[src/rtl/pool2_row_sched.sv]
// Row-sequenced 2x2 binary max-pool (NAND) scheduler; POOL2_CEIL_EN selects ceil mode with pad=1.
// Pooled row is registered 1 cycle after odd-row accept; in_ready is low while a pooled row awaits out_ready.
module pool2_row_sched #(
  parameter int IN_W = 25,
  parameter int IN_H = 25,
`ifdef POOL2_CEIL_EN
  localparam int OUT_W = (IN_W + 1) / 2,
  localparam int OUT_H = (IN_H + 1) / 2,
`else
  localparam int OUT_W = IN_W / 2,
  localparam int OUT_H = IN_H / 2,
`endif
  localparam int IDXW = $clog2(IN_H)
) (
  input  logic             clk,
  input  logic             rst_n,
  input  logic             flush,
  input  logic             in_valid,
  output logic             in_ready,
  input  logic [IN_W-1:0]  in_row,
  output logic             out_valid,
  input  logic             out_ready,
  output logic [OUT_W-1:0] out_row,
  output logic [IDXW-1:0]  out_row_idx,
  output logic             out_last,
  output logic             frame_done,
  output logic             busy
);

  typedef enum logic [1:0] {S_EVEN, S_ODD, S_OUT, S_TAIL} state_t;

  state_t           state_q, state_d;
  logic [IDXW-1:0]  row_cnt_q, row_cnt_d;
  logic [IN_W-1:0]  even_q, even_d;
  logic             out_valid_q, out_valid_d;
  logic [OUT_W-1:0] out_row_q, out_row_d;
  logic [IDXW-1:0]  out_row_idx_q, out_row_idx_d;
  logic             out_last_q, out_last_d;
  logic             frame_done_q, frame_done_d;
  logic             in_acc, out_acc;
  logic             unused_col;

  // Floor mode never looks at the last column of an odd-width row.
  assign unused_col = even_q[IN_W-1] ^ in_row[IN_W-1];

  function automatic logic [OUT_W-1:0] pool(input logic [IN_W-1:0] e, input logic [IN_W-1:0] o);
    logic [OUT_W-1:0] r;
    r = '0;
    for (int j = 0; j < IN_W / 2; j++) begin
      r[j] = ~&{e[2*j], e[2*j+1], o[2*j], o[2*j+1]};
    end
`ifdef POOL2_CEIL_EN
    if (IN_W % 2 == 1) begin
      r[OUT_W-1] = ~(e[IN_W-1] & o[IN_W-1]);
    end
`endif
    return r;
  endfunction

  function automatic logic [IDXW-1:0] row_inc(input logic [IDXW-1:0] c);
    return (c == IDXW'(IN_H - 1)) ? '0 : c + 1'b1;
  endfunction

  assign in_ready = (state_q != S_OUT);
  assign in_acc   = in_valid && in_ready;
  assign out_acc  = out_valid_q && out_ready;

  always_comb begin
    state_d       = state_q;
    row_cnt_d     = row_cnt_q;
    even_d        = even_q;
    out_valid_d   = out_valid_q;
    out_row_d     = out_row_q;
    out_row_idx_d = out_row_idx_q;
    out_last_d    = out_last_q;
    frame_done_d  = 1'b0;

    case (state_q)
      S_EVEN: begin
        if (in_acc) begin
`ifdef POOL2_CEIL_EN
          if ((IN_H % 2 == 1) && (row_cnt_q == IDXW'(IN_H - 1))) begin
            // Unpaired final row pools against an all-ones pad row.
            out_valid_d   = 1'b1;
            out_row_d     = pool(in_row, '1);
            out_row_idx_d = row_cnt_q >> 1;
            out_last_d    = 1'b1;
            row_cnt_d     = '0;
            state_d       = S_OUT;
          end else begin
            even_d    = in_row;
            row_cnt_d = row_inc(row_cnt_q);
            state_d   = S_ODD;
          end
`else
          even_d    = in_row;
          row_cnt_d = row_inc(row_cnt_q);
          state_d   = S_ODD;
`endif
        end
      end
      S_ODD: begin
        if (in_acc) begin
          out_valid_d   = 1'b1;
          out_row_d     = pool(even_q, in_row);
          out_row_idx_d = row_cnt_q >> 1;
          out_last_d    = ((row_cnt_q >> 1) == IDXW'(OUT_H - 1));
          row_cnt_d     = row_inc(row_cnt_q);
          state_d       = S_OUT;
        end
      end
      S_OUT: begin
        if (out_acc) begin
          out_valid_d = 1'b0;
          out_last_d  = 1'b0;
          if (!out_last_q) begin
            state_d = S_EVEN;
          end
`ifndef POOL2_CEIL_EN
          else if (IN_H % 2 == 1) begin
            state_d = S_TAIL;
          end
`endif
          else begin
            state_d      = S_EVEN;
            row_cnt_d    = '0;
            frame_done_d = 1'b1;
          end
        end
      end
      S_TAIL: begin
        if (in_acc) begin
          state_d      = S_EVEN;
          row_cnt_d    = '0;
          frame_done_d = 1'b1;
        end
      end
      default: state_d = S_EVEN;
    endcase

    // Abort wins over any handshake in the same cycle.
    if (flush) begin
      state_d      = S_EVEN;
      row_cnt_d    = '0;
      out_valid_d  = 1'b0;
      out_last_d   = 1'b0;
      frame_done_d = 1'b0;
    end
  end

  always_ff @(posedge clk or negedge rst_n) begin
    if (!rst_n) begin
      state_q       <= S_EVEN;
      row_cnt_q     <= '0;
      even_q        <= '0;
      out_valid_q   <= 1'b0;
      out_row_q     <= '0;
      out_row_idx_q <= '0;
      out_last_q    <= 1'b0;
      frame_done_q  <= 1'b0;
    end else begin
      state_q       <= state_d;
      row_cnt_q     <= row_cnt_d;
      even_q        <= even_d;
      out_valid_q   <= out_valid_d;
      out_row_q     <= out_row_d;
      out_row_idx_q <= out_row_idx_d;
      out_last_q    <= out_last_d;
      frame_done_q  <= frame_done_d;
    end
  end

  assign out_valid   = out_valid_q;
  assign out_row     = out_row_q;
  assign out_row_idx = out_row_idx_q;
  assign out_last    = out_last_q;
  assign frame_done  = frame_done_q;
  assign busy        = (state_q != S_EVEN) || (row_cnt_q != '0);

endmodule

[config.mk]
export PLATFORM = sky130hd
export DESIGN_NAME = pool2_row_sched
export DESIGN_NICKNAME = d
export VERILOG_FILES = /design/src/rtl/pool2_row_sched.sv
export SDC_FILE = /design/constraint.sdc
export NUM_CORES = 1
export LEC_CHECK = 0
export ABC_AREA = 1
export BUFFER_PORTS_ARGS = -buffer_cell sky130_fd_sc_hd__buf_2
export CORE_MARGIN = 4
export CORE_UTILIZATION = 30
export DETAILED_ROUTE_END_ITERATION = 16
export PLACE_DENSITY = 0.56
export SLEW_MARGIN = 0
export SYNTH_ARGS = -nofsm -noshare
export SYNTH_HDL_FRONTEND = slang
export SYNTH_SLANG_ARGS = --single-unit
[constraint.sdc]
create_clock -name clk -period 1.1 [get_ports clk]
set_input_delay 0.11 -clock clk [delete_from_list [all_inputs] [get_ports clk]]
set_output_delay 0.11 -clock clk [all_outputs]
set_load 0.1 [all_outputs]
==> flow_summary.toml <==
[status]
status = "finished with violations"
violations = "negative setup slack"

[die]
coreArea_um2 = 7690
chipHeight_um = 96.9
dieArea_um2 = 9380
top_level_ports = 52
placement_rows = 32
start_util = 0.308
die_w_um = 96.9

[power]
total_power_mw = 9.65
clkPwrFrac = 0.135
p_per_area_nw_per_um2 = 2420
ir_drop_v = 0.00104
p_int_mw = 5.29
switchingPower_mw = 4.36
cellLeakagePower_nw = 1.94
switching_share = 0.452
p_seq_frac = 0.314
pwr-share-comb = 0.551

[synth]
ys_warn_count = 0
yosysUniqueCellTypes = 23
syn-num-nets = 297
synth-seq-cells = 50
synth_area_leaders = "dfrtp_1 53%, nand2_1 11%, inv_1 5.2%"
synth_top_cell_by_area = "dfrtp_1"
syn_area_um2 = 2370
syn_area_per_cell_um2 = 8.94
synth_top_area_share = 0.528
syn-instance-count = 265
ys_seq_area_frac = 0.528

[cells_and_area]
final_area_um2 = 4000
fillers = 700
register_area_um2 = 1280
multiInputGateArea_um2 = 1220
synthToLayoutAreaGrowth_pct = 68.6
final_nets = 387
layout-drive-gt1-share = 0.584
n_antenna_cell = 0
fin_util = 0.520

[clock_tree]
ctsRootBufferMaster = "clkbuf_8"
cts.sinks = 50
clk_latency_ns = 0.30
cts_tree = "built"
clkSlewWorstSetupHoldPaths_ns = 0.10
h-tree-depth = 2
cts_buffers = 5
cts_buffer_depth = 2

[grt]
gr-total-overflow = 0
grt_max_degree = 51
gr-usage-met2 = 0.200
antenna_found_initial = 0
track_usage = 0.124
use_met3 = 0.0346
grt_pass1_vias = 2088
grt_pass1_wl_um = 9780
grt_use_met1 = 0.164
gr-max-usage-layer = "met2"

[setup_path]
path_class = "flop to output pin"
r2r_cells = 8
crit_path_end = "busy"
cp_slowest_stage_delay_ns = 0.40
critical_path_arrival_ns = 1.34
r2r-end = "even_q[5]"
crit_path_start = "row_cnt_q[1]"
critPathLaunchType = "flop"
endpoint_kind = "output pin"
worstPathMaxFanout = 2
r2r_slack_ns = -0.26
worstReg2RegStart = "state_q[0]"
critPathSlowestCell = "dfrtp_1"
cp_cell_sequence = "inv_2, ha_4, nand2_4, nor2_4, nand3_4, buf_12"
required_ns = 0.99

[timing]
period_share = 1.32
skew_ns = 0.00797
setup_violations = 51
max_freq_mhz = 690
setup_slack_ns = -0.349
grt_setup_unrepaired = "true"
fin_hold_ws_ns = 0.0552
drv_slew = 0
period_needed_ns = 1.45
hold_viol = 0

[place]
post-place-ws_ns = -0.0902
port_buffers = 49
gp_congestion = 0.784
hpwl_um = 3830
place_area_um2 = 3260

[drt]
avgViaCountPerCell = 4.50
ant_nets = 0
first_pass_iters = 4
wl_per_cell_um = 13.2
drcViolationCount = 0
drtIter0Drc = 48
num_vias = 2062
routed_wl_um = 6050

[min_path]
hold_class = "primary input to flop"

[flow_run]
maxCapViolCount = 0
metal layers:
layer	share of wire	wire [um]	up-vias
met2	0.51	3100	38
met4	0.0068	41	0
li1	-	-	1025
met1	0.44	2680	995
met5	0	0	-
met3	0.038	229	4
cell usage after synthesis, drive strengths merged:
master,n
a21oi,2
buf,9
clkinv,1
conb,1
dfrtp,50
ha,2
inv,37
nand2,84
nand3,25
nand4,7
nor2,5
nor3,1
o21ai,41
power groups by stage:
stage | registers (mW) | clock network (mW) | logic, mW
2_1_floorplan | 4.64 | 0 | 1.18
3_3_place_gp | 2.98 | 0 | 4.53
3_5_place_dp | 3.01 | 0 | 4.56
4_1_cts | 2.99 | 1.33 | 4.96
5_1_grt | 3.10 | 1.39 | 5.59
6_report | 3.03 | 1.30 | 5.32
registers in the layout (all words and copies together) (netlist names):
signal / count
frame_done: 1
state_q: 2
out_row_idx: 4
row_cnt_q: 5
out_valid: 1
even_q: 24
out_row: 12
out_last: 1
worst max-delay path: cells and delay by family, from the launching register on:
family / cells / cell delay [ns]
simple gates: 3 / 0.24
buf+inv: 2 / 0.26
flops: 1 / 0.40
fa+ha+maj: 1 / 0.15
area by class of cell:
cell class                      count  area share
Sequential cell                    50       0.321
Multi-Input combinational cell    168       0.306
Timing Repair Buffer               92       0.275
Inverter                           38      0.0398
Tap cell                          102      0.0319
Clock buffer                        5      0.0172
Clock inverter                      3      0.0100
cells by family (layout without fill, tap and decap cells):
family	after synthesis	after routing	synth area share
adders and majority gates	2	2	0.0106
DFF	50	50	0.528
and+or+nand+nor	122	122	0.257
buffers and inverters	47	138	0.0966
other	1	1	0.00158
AOI/OAI and AO/OA	43	43	0.107
per-stage QoR:
step,instances,setup TNS (ns)
floorplan,265,-0.709
global placement,429,-0.411
finish,458,-8.22
CTS,450,-6.71
detailed placement,429,-0.930
global route,458,-10.70
repair_timing:
action | 4_1_cts | 5_1_grt
pin swaps | 5 | 20
gates resized for setup | 31 | 90
hold endpoints to repair | 51 | 0
setup buffers | 9 | 10
cloned | 3 | 1
hold buffers | 2 | 0
endpoints found under the setup margin | 38 | 53
layout by cell type, fill, tap and decap left out, types with 2 or more instances in the layout:
master and count:
nand4_1 7, clkinv_2 3, o21ai_2 35, buf_4 15
nand2_8 3, dfrtp_4 2, ha_4 2, clkbuf_8 5
buf_2 28, nor2_1 2, buf_8 4, nand3_1 19
dfrtp_1 30, nand3_4 3, inv_1 30, o21ai_0 2
nand3_2 3, inv_2 3, buf_16 3, dlygate4sd3_1 2
buf_12 25, o21ai_1 4, nand2_2 10, nor2_4 2
inv_4 3, nand2_1 49, nand2_4 22, buf_6 14
dfrtp_2 18
worst min-delay path by stage:
| stage | from | endpoint | slack, ns | cells after the start |
|---|---|---|---|---|
| floorplan | rst_n | even_q[0] | -0.19 | 0 |
| global placement | rst_n | even_q[7] | 0.12 | 2 |
| detailed placement | rst_n | even_q[7] | 0.12 | 2 |
| CTS | in_row[16] | even_q[16] | 0.04 | 3 |
| global route | in_row[6] | even_q[6] | 0.06 | 3 |
| finish | in_row[14] | even_q[14] | 0.06 | 3 |
No activity file was read; power rests on OpenSTA's default activity.
